==> config.mk <==
export PLATFORM = sky130hd
export DESIGN_NAME = priority_encoder_queue
export DESIGN_NICKNAME = d
export VERILOG_FILES = /design/src/rtl/priority_encoder_queue.sv
export SDC_FILE = /design/constraint.sdc
export NUM_CORES = 1
export LEC_CHECK = 0
export CAP_MARGIN = 20
export CORE_MARGIN = 10
export CORE_UTILIZATION = 40
export DETAILED_ROUTE_END_ITERATION = 8
export GPL_TIMING_DRIVEN = 0
export HOLD_SLACK_MARGIN = 0.02
export MAX_ROUTING_LAYER = met4
export PLACE_DENSITY = 0.83
export SLEW_MARGIN = 20
export SYNTH_ARGS = -nofsm -noshare
export SYNTH_HDL_FRONTEND = slang
export SYNTH_SLANG_ARGS = --single-unit
==> constraint.sdc <==
create_clock -name clk -period 1.8 [get_ports clk]
set_input_delay 0.45 -clock clk [delete_from_list [all_inputs] [get_ports clk]]
set_output_delay 0.45 -clock clk [all_outputs]
set_load 0.005 [all_outputs]
==> src/rtl/priority_encoder_queue.sv <==
// priority_encoder_queue: sticky request capture issued one index per cycle through a valid/ready register
module priority_encoder_queue #(
  parameter int N = 8,
  parameter int MODE = 0,
  localparam int W = ($clog2(N) < 1) ? 1 : $clog2(N)
) (
  input  logic         clk,
  input  logic         rst_n,
  input  logic [N-1:0] req,
  input  logic         clr,
  output logic [W-1:0] out_idx,
  output logic         out_valid,
  input  logic         out_ready,
  output logic [N-1:0] pending
);
  logic [W-1:0] ptr;
  logic [W-1:0] sel;
  logic [W-1:0] j;
  logic         found;
  logic         load;
  logic         hit;
  logic [N-1:0] clear_mask;
  int           base;
  assign load = !out_valid || out_ready;
  assign hit = load && (|pending);
  assign clear_mask = hit ? (N'(1) << sel) : '0;
  // first pending bit scanning upward from the priority base, wrapping at N
  always_comb begin
    sel = '0;
    j = '0;
    found = 1'b0;
    base = (MODE != 0) ? int'(ptr) : 0;
    for (int k = 0; k < N; k++) begin
      j = W'((base + k) % N);
      if (!found && pending[j]) begin
        sel = j;
        found = 1'b1;
      end
    end
  end
  // request capture (set wins over issue-clear) and output register
  always_ff @(posedge clk or negedge rst_n) begin
    if (!rst_n) begin
      pending <= '0;
      out_valid <= 1'b0;
      out_idx <= '0;
      ptr <= '0;
    end else if (clr) begin
      pending <= '0;
      out_valid <= 1'b0;
      ptr <= '0;
    end else begin
      pending <= (pending & ~clear_mask) | req;
      if (load) out_valid <= hit;
      if (hit) begin
        out_idx <= sel;
        if (MODE != 0) ptr <= (sel == W'(N - 1)) ? '0 : sel + 1'b1;
      end
    end
  end
endmodule

==> reports/summary.txt, run 1 <==
Status - completed
I/O Buffers - 23
DP HPWL - 1230 um
Cell at the root of the clock tree - clkbuf_4
Worst setup SP type - flop
Max Fclk - 0.568 GHz
RSZ-0062 raised after global routing - false
Largest net degree at the start of global routing - 13
Tot GR Track Use - 10.1%
Register bit total from synthesis - 12
CP endpoint kind - output pin
Share of flip-flops with an asynchronous set or reset - 100%
Crit Path Class - reg2out
Multi-input gate area - 244 um2
Leading post-synthesis cells by cell area - dfrtp_1 52%, a21oi_1 6.0%, nor2_1 5.8%
Setup crit end - pending[4]
Register area share after synthesis - 51.8%
# nets final - 100
Critical R2R Launch - pending[4]$_DFF_PN0_
Worst-skew pair later-pin latency - 0.27 ns
Diode count - 0
Core footprint - 1330 um2
GP Congestion - 0.778
Mapped Area - 579 um2
Met2 Wirelength - 769 um
Max layer used - met4
First-pass GRT wire length - 2740 um
LEAKAGE - 0.356 nW
Ys Warns - 0
Mapped Cells - 60
Fillers - 116
Max Slew Vio Count - 0
Clk slew on worst S/H paths - 0.07 ns
Die Height - 58.1 um
Slew HR - 62.7%
Worst VDD drop - 0.000379 V
Crit path DAT - 1.31 ns
Total length of routed met3 wires - 117 um
Worst reg-to-reg path cell count - 3
CTS Buffer Depth - 2
Avg Inst Size Synth - 9.66 um2
Crit-path max FO - 8
Remaining antenna violation count - 0
Final setup violation count - 0
Post-synth EDFFs - 0
Crit-path cells - clkdlybuf4s50_1
Total number of vias - 560
Placed cell count - 98
Routed wire length - 1610 um
Final hold viol count - 0
Die area - 3370 um2
Required time of the critical path - 1.35 ns
Buffers and inverters on the worst path - 1
Setup bufs post-CTS - 0
Critical path's slowest cell - clkdlybuf4s50_1
Fin cells - 101
R2r setup slk - 0.30 ns
Reg-to-reg endpoint - out_idx[0]$_DFFE_PN0P_
Initial antenna violation count - 0
Yosys top cell by area - dfrtp_1
Most used flip-flop cell after synthesis - dfrtp_1
Crit path depth - 1
Top Family by Delay on Critical Path - buffers and inverters
Crit path launch - pending[4]$_DFF_PN0_
Hold crit path type - reg2reg
Worst-margin pin slew - 0.557 ns
Overflow after GRT - 0
Initial drt markers - 5
Power density over cell area - 770 nW/um2
Syn nets - 72
Cell with the most instances after synthesis - dfrtp_1
Max-cap violations - 0
Via density - 5.54
Yosys cell types - 22
# clock sinks - 12
DRC errors left - 0
Top cells by count, synth - 12 x dfrtp_1, 9 x nor2_1, 7 x a21oi_1, 7 x inv_1
Drt first pass iters - 4
Top Ports - 24
Minimum clock period - 1.76 ns
Row cnt - 13
Initial core utilization - 43.4%
CTS Buf Count - 3
Die width - 58.1 um
H-tree level count - 1
Layout cells sized above 1 - 14.0%
Final Core Density - 64.1%
Vias in the first global route - 591
Post-Route M1 WL - 695 um
Area grow syn2layout - 47.5%
TritonCTS clock tree - built
FF/Latch Area - 304 um2
Average wire per standard cell - 15.9 um
Layout Skew - 0.000296 ns
Post-synth top area share - 51.8%
Crit-path max cell delay - 0.56 ns
Fin crit share - 97.8%
[kinds of logic after synthesis]
family,share of synthesized area (%)
compound gates,24.0
buf+inv,6.05
simple gates,18.1
flops,51.8
[power by group]
part / switching, W / internal, W / leakage [nW] / total (W)
Combinational: 0.0000618 / 0.000102 / 0.198 / 0.000164
Sequential: 0.0000306 / 0.000297 / 0.144 / 0.000327
Clock: 0.0000893 / 0.0000775 / 0.0138 / 0.000167
[per-stage QoR]
step | setup slack, ns | hold slack, ns | setup TNS [ns] | total power, W | cell area (um2)
after floorplan | 0.403 | 0.154 | 0 | 0.000393 | 579
after global placement | -0.0954 | 0.487 | -0.0954 | 0.000491 | 828
after detailed placement | -0.134 | 0.507 | -0.134 | 0.000499 | 828
after CTS | 0.0419 | 0.523 | 0 | 0.000659 | 851
after global routing | 0.0000927 | 0.554 | 0 | 0.000696 | 855
final | 0.0394 | 0.515 | 0 | 0.000658 | 855
[area by class of cell]
| class | instances | share of cell area (%) |
|---|---|---|
| flip-flops and latches | 12 | 35.6 |
| clock buffers | 3 | 2.64 |
| repair buffers | 23 | 26.9 |
| inverters | 7 | 3.07 |
| well taps | 15 | 2.20 |
| plain buffers | 2 | 1.02 |
| multi-input cells | 39 | 28.6 |
[layout by cell type, fill, tap and decap left out]
master           synthesis  routed
o31ai_1                  2       2
nor4_1                   2       2
o41ai_1                  1       1
nand2b_1                 1       1
a221oi_1                 1       1
or4_4                    1       1
buf_2                    1       1
nor3_1                   2       2
nor2_2                   1       1
nor2b_1                  1       1
dfrtp_2                  0       3
a311oi_1                 2       2
o21ai_0                  2       2
or2_2                    1       1
nor4_2                   1       1
clkdlybuf4s50_1          0      23
a21oi_1                  7       7
a211oi_1                 2       2
clkbuf_4                 0       3
dfrtp_1                 12       9
o32a_2                   1       1
nor2_1                   9       9
clkbuf_1                 1       1
inv_1                    7       7
a2bb2oi_1                2       2
[worst reg2reg max path, cell delays in order (launching register included)]
cell,delay (ns)
dfrtp_1,0.47
nor4_1,0.50
a311oi_1,0.20
o32a_2,0.22
[flip-flops by register name, summed over array words and instances (netlist names)]
signal	flops
out_idx	3
out_valid	1
pending	8
[how the worst min path moves through the flow]
stage	cells after the start	start	slack [ns]	end
after floorplan	0	rst_n	0.15	out_idx[0]$_DFFE_PN0P_
after global placement	1	out_idx[0]$_DFFE_PN0P_	0.49	out_idx[0]$_DFFE_PN0P_
after detailed placement	1	out_idx[0]$_DFFE_PN0P_	0.51	out_idx[0]$_DFFE_PN0P_
after CTS	1	out_idx[0]$_DFFE_PN0P_	0.52	out_idx[0]$_DFFE_PN0P_
after global routing	1	out_idx[0]$_DFFE_PN0P_	0.55	out_idx[0]$_DFFE_PN0P_
final	1	out_idx[0]$_DFFE_PN0P_	0.52	out_idx[0]$_DFFE_PN0P_
[timing repair]
item,in CTS,in global routing
resized for setup,0,3
hold buffers,0,0
endpoints found under the setup margin,0,3
[per-layer routing]
metal | global-route usage [%] | vias to the layer above
met1 | 11.5 | 264
met5 | - | -
met3 | 3.49 | 5
met4 | 4.03 | 0
li1 | - | 274
met2 | 15.8 | 17
Power figures use the tool's default switching activity.
==> inputs of run 2 (changes only) <==
--- a/config.mk
+++ b/config.mk
@@ -13,6 +13,7 @@
 export HOLD_SLACK_MARGIN = 0.02
 export MAX_ROUTING_LAYER = met4
 export PLACE_DENSITY = 0.83
+export SETUP_SLACK_MARGIN = 0.3
 export SLEW_MARGIN = 20
 export SYNTH_ARGS = -nofsm -noshare
 export SYNTH_HDL_FRONTEND = slang
==> reports/summary.txt, run 2 (same netlist as run 1, synthesis figures left out) <==
Status - completed
I/O Buffers - 23
PnR worst setup slack - 0.180 ns
First-pass GRT wire length - 3070 um
# clock sinks - 12
Max Fclk - 0.617 GHz
Top Family by Delay on Critical Path - simple AND/OR/NAND/NOR gates
Layout Cell Area excl Fill - 1020 um2
Average wire per standard cell - 15.9 um
Area grow syn2layout - 76.5%
Max layer used - met4
Cts hold-fix bufs - 0
Drt first pass iters - 4
Max Slew Vio Count - 0
CTS Buffer Depth - 2
Layout cells sized above 1 - 36.5%
Largest regs - pending: 8 flops, out_idx: 3 flops, out_valid: 1 flops
Vias in the first global route - 650
Total number of vias - 653
Crit path DAT - 1.78 ns
Die width - 58.1 um
Initial core utilization - 43.4%
# nets final - 118
Largest register FFs - 8
Slew HR - 62.8%
Crit-path max cell delay - 0.50 ns
Power density over cell area - 691 nW/um2
Cell at the root of the clock tree - clkbuf_4
Core footprint - 1330 um2
Biggest register - pending
Final hold viol count - 0
Crit-path max FO - 7
GP Congestion - 0.778
Largest net degree at the start of global routing - 13
Met2 Wirelength - 899 um
Clk slew on worst S/H paths - 0.07 ns
Die area - 3370 um2
Worst setup SP type - flop
Critical path's slowest cell - nor4_1
Crit-path cells - buf_4 -> nor4_1 -> a311oi_1 -> o32a_2
Remaining antenna violation count - 0
Overflow after GRT - 0
CTS Buf Count - 3
Total length of routed met3 wires - 133 um
Top Ports - 24
Die Height - 58.1 um
Crit Path Class - reg2reg
Row cnt - 13
Fin crit share - 90.0%
Buffers and inverters on the worst path - 1
Hold crit path type - reg2reg
RSZ-0062 raised after global routing - true
Worst-margin pin slew - 0.557 ns
Layout Skew - 0.000701 ns
Max-cap violations - 0
Most frequent cells in the layout - 16 x buf_4, 11 x clkdlybuf4s50_1, 9 x nor2_1, 9 x dlygate4sd2_1, 7 x inv_1
Fillers - 96
LEAKAGE - 0.488 nW
Via density - 5.49
Initial antenna violation count - 0
Post-Route M1 WL - 840 um
Routed wire length - 1900 um
Place WS - -0.134 ns
Most common cell after layout, fill and taps aside - buf_4
Tot GR Track Use - 11.4%
Required time of the critical path - 1.96 ns
Final setup violation count - 0
Diode count - 0
Worst VDD drop - 0.000377 V
Initial drt markers - 16
TritonCTS clock tree - built
DP HPWL - 1230 um
Setup TNS - 0 ns
DRC errors left - 0
Minimum clock period - 1.62 ns
CP endpoint kind - flop
Worst-skew pair later-pin latency - 0.27 ns
Area after DPL - 828 um2
H-tree level count - 1
==> run 2: changes by cell type in the layout (fill, tap and decap cells not counted), sizes merged <==
| cell | before | now |
|---|---|---|
| buf | 1 | 19 |
| dlymetal6s2s | 0 | 1 |
| clkdlybuf4s15 | 0 | 1 |
| dlygate4sd2 | 0 | 9 |
| clkbuf | 4 | 5 |
| clkdlybuf4s50 | 23 | 11 |
==> run 2: per-stage QoR <==
stage | hold slack [ns] | cells | power (W) | util [%]
after floorplan | 0.154 | 60 | 0.000393 | -
after global placement | 0.487 | 98 | 0.000491 | 62.1
after detailed placement | 0.507 | 98 | 0.000499 | 62.1
after CTS | 0.518 | 115 | 0.000688 | 73.3
after global routing | 0.540 | 119 | 0.000748 | 76.6
final | 0.505 | 119 | 0.000707 | 76.6
==> run 2: repair_timing <==
| item | in CTS | in global routing |
|---|---|---|
| buffers inserted | 14 | 4 |
| pin swaps | 2 | 4 |
| endpoints found under the setup margin | 14 | 11 |
| resized for setup | 21 | 10 |
| gates cloned | 0 | 0 |
==> run 2: area by class of cell <==
type | count | area (um2) | area share (%)
timing repair buffer | 41 | 372 | 36.4
sequential | 12 | 308 | 30.1
multi-input combinational | 39 | 263 | 25.7
inverter | 7 | 26.3 | 2.57
clock buffer | 3 | 22.5 | 2.20
tap | 15 | 18.8 | 1.84
buffer | 2 | 12.5 | 1.22
==> run 2: routing by layer <==
metal | track usage, % | up-vias
met5 | - | -
met2 | 17.8 | 21
met3 | 3.49 | 4
met1 | 13.6 | 319
met4 | 4.03 | 0
li1 | - | 309
==> run 2: worst reg2reg max path, cell delays in order (launching register included) <==
cell and delay, ns:
dfrtp_2 0.40, buf_4 0.16, nor4_1 0.50, a311oi_1 0.22
o32a_2 0.22
==> run 2: final timing paths <==
path                                        start                endpoint  slack (ns)  depth (start not counted)
max                          pending[4]$_DFF_PN0_  out_idx[0]$_DFFE_PN0P_        0.18                          4
min                        out_idx[0]$_DFFE_PN0P_  out_idx[0]$_DFFE_PN0P_        0.50                          1
max reg2reg                  pending[4]$_DFF_PN0_  out_idx[0]$_DFFE_PN0P_        0.18                          4
min reg2reg                out_idx[0]$_DFFE_PN0P_  out_idx[0]$_DFFE_PN0P_        0.50                          1
max in group asynchronous                   rst_n    pending[0]$_DFF_PN0_        0.87                          1
min in group asynchronous                   rst_n  out_idx[1]$_DFFE_PN0P_        0.54                          1
==> run 2: power breakdown <==
group          total [W]  leakage [nW]  switching [W]  internal, W
sequential      0.000312         0.140      0.0000146     0.000297
combinational   0.000230         0.334      0.0000976     0.000132
clock           0.000165        0.0138      0.0000873    0.0000775
==> inputs of run 3 (changes only) <==
--- a/config.mk
+++ b/config.mk
@@ -6,7 +6,6 @@
 export NUM_CORES = 1
 export LEC_CHECK = 0
 export CAP_MARGIN = 20
-export CORE_MARGIN = 10
 export CORE_UTILIZATION = 40
 export DETAILED_ROUTE_END_ITERATION = 8
 export GPL_TIMING_DRIVEN = 0
==> reports/summary.txt, run 3 (same netlist as run 1, synthesis figures left out) <==
Status - completed
Combinational power share - 28.9%
Layout Skew - 0.0103 ns
CTS Buffer Depth - 2
Clk slew on worst S/H paths - 0.07 ns
Layout Cell Area excl Fill - 1000 um2
Layout cells sized above 1 - 35.3%
Sequential share of power - 42.1%
Worst Hold Depth - 1
Drt first pass iters - 4
Crit-path max FO - 4
Cell at the root of the clock tree - clkbuf_4
Critical path's slowest cell - clkdlybuf4s50_1
Worst-margin pin slew - 0.544 ns
Die area - 1600 um2
GP Congestion - 0.763
# nets final - 115
Worst-skew pair later-pin latency - 0.28 ns
Max-cap violations - 0
LEAKAGE - 0.471 nW
Vias in the first global route - 514
Reg-to-reg endpoint - out_idx[0]$_DFFE_PN0P_
Crit-path max cell delay - 0.45 ns
Overflow after GRT - 0
R2r setup slk - 0.25 ns
Minimum clock period - 1.57 ns
Worst setup SP type - input port
Hold Path Origin - out_idx[0]$_DFFE_PN0P_
Crit-path cells - clkdlybuf4s50_1 -> nor2b_1 -> buf_4 -> or2_2 -> o32a_2
DP HPWL - 963 um
RSZ-0062 raised after global routing - true
Crit path DAT - 1.72 ns
Largest register FFs - 8
Switch Pwr - 0.000205 W
Power density over cell area - 746 nW/um2
Clock share of power - 29.0%
I/O Buffers - 23
Max Fclk - 0.638 GHz
CTS Buf Count - 3
DRC errors left - 0
Diode count - 0
Multi-input gate area - 272 um2
Initial drt markers - 12
Fillers - 98
Final hold viol count - 0
Largest regs - pending: 8 flops, out_idx: 3 flops, out_valid: 1 flops
First-pass GRT wire length - 2260 um
Die Height - 40.1 um
Die width - 40.1 um
Average wire per standard cell - 15.4 um
Top Ports - 24
Max Slew Vio Count - 0
FF/Latch Area - 308 um2
Required time of the critical path - 1.95 ns
TritonCTS clock tree - built
Most common cell after layout, fill and taps aside - buf_4
Remaining antenna violation count - 0
Tot GR Track Use - 23.2%
Most frequent cells in the layout - 16 x buf_4, 12 x dlygate4sd2_1, 11 x clkdlybuf4s50_1
Slew HR - 63.6%
Row cnt - 13
Area after DPL - 828 um2
Initial antenna violation count - 0
H-tree level count - 1
Largest net degree at the start of global routing - 13
Hold crit path type - reg2reg
CP endpoint kind - flop
Area grow syn2layout - 72.8%
Worst reg-to-reg path cell count - 4
Via density - 5.60
Worst VDD drop - 0.000458 V
Final setup violation count - 0
Initial core utilization - 44.0%
Core footprint - 1320 um2
Crit Path Class - in2reg
# clock sinks - 12
Biggest register - pending
Sw frac - 27.5%
Total number of vias - 655
Fin crit share - 87.1%
Final Core Density - 76.0%
Internal - 0.000542 W
Critical R2R Launch - pending[2]$_DFF_PN0_
Routed wire length - 1800 um
Hold endpoint - out_idx[0]$_DFFE_PN0P_
[run 3: worst max-delay path by stage]
| stage | from | to | slack [ns] | depth (start not counted) |
|---|---|---|---|---|
| floorplan | out_valid$_DFFE_PN0P_ | out_idx[0]$_DFFE_PN0P_ | 0.40 | 4 |
| global placement | out_ready | out_idx[0]$_DFFE_PN0P_ | -0.09 | 5 |
| detailed placement | out_ready | out_idx[0]$_DFFE_PN0P_ | -0.10 | 5 |
| CTS | out_ready | out_idx[0]$_DFFE_PN0P_ | 0.24 | 5 |
| global route | out_ready | out_idx[0]$_DFFE_PN0P_ | 0.20 | 5 |
| finish | out_ready | out_idx[0]$_DFFE_PN0P_ | 0.23 | 5 |
[run 3: per-stage QoR]
step	setup TNS, ns	hold WS [ns]	instances	power (W)	setup WS (ns)
CTS	0	0.500	116	0.000727	0.237
global placement	-0.0937	0.487	98	0.000489	-0.0937
global route	0	0.532	117	0.000773	0.196
finish	0	0.503	117	0.000747	0.233
detailed placement	-0.105	0.490	98	0.000492	-0.105
floorplan	0	0.154	60	0.000393	0.403
[run 3: layout make-up]
| class | instances | area share, % |
|---|---|---|
| tap | 15 | 1.88 |
| clock buffer | 4 | 3.62 |
| inverter | 7 | 2.63 |
| multi-input combinational | 39 | 27.1 |
| buffer | 2 | 1.25 |
| sequential | 12 | 30.7 |
| timing repair buffer | 38 | 32.7 |
[run 3: timing repair]
action | in CTS | in global routing
hold buffers | 0 | 0
cloned | 0 | 0
setup endpoints to repair | 13 | 8
resized for setup | 19 | 8
buffers inserted | 14 | 1
[run 3: worst max-delay path, delay by kind of cell]
kind | cells | cell delay, ns
AND/OR/NAND/NOR | 2 | 0.30
buffers and inverters | 2 | 0.59
AO/OA/AOI/OAI | 1 | 0.38
[run 3: power groups by stage]
stage	clock network, W	logic, W	registers (W)
after detailed placement	0	0.000161	0.000331
after global routing	0.000224	0.000232	0.000317
after CTS	0.000219	0.000195	0.000313
final	0.000217	0.000216	0.000314
after global placement	0	0.000157	0.000331
after floorplan	0	0.0000638	0.000329
[run 3: metal layers]
metal / up-vias / wire, um / GRT usage [%] / part of all wire [%]
met5: - / 0 / - / 0
met4: 0 / 10 / 15.5 / 0.55
met3: 4 / 105 / 3.33 / 5.8
met2: 31 / 933 / 36.3 / 52
met1: 308 / 755 / 27.4 / 42
li1: 312 / - / - / -
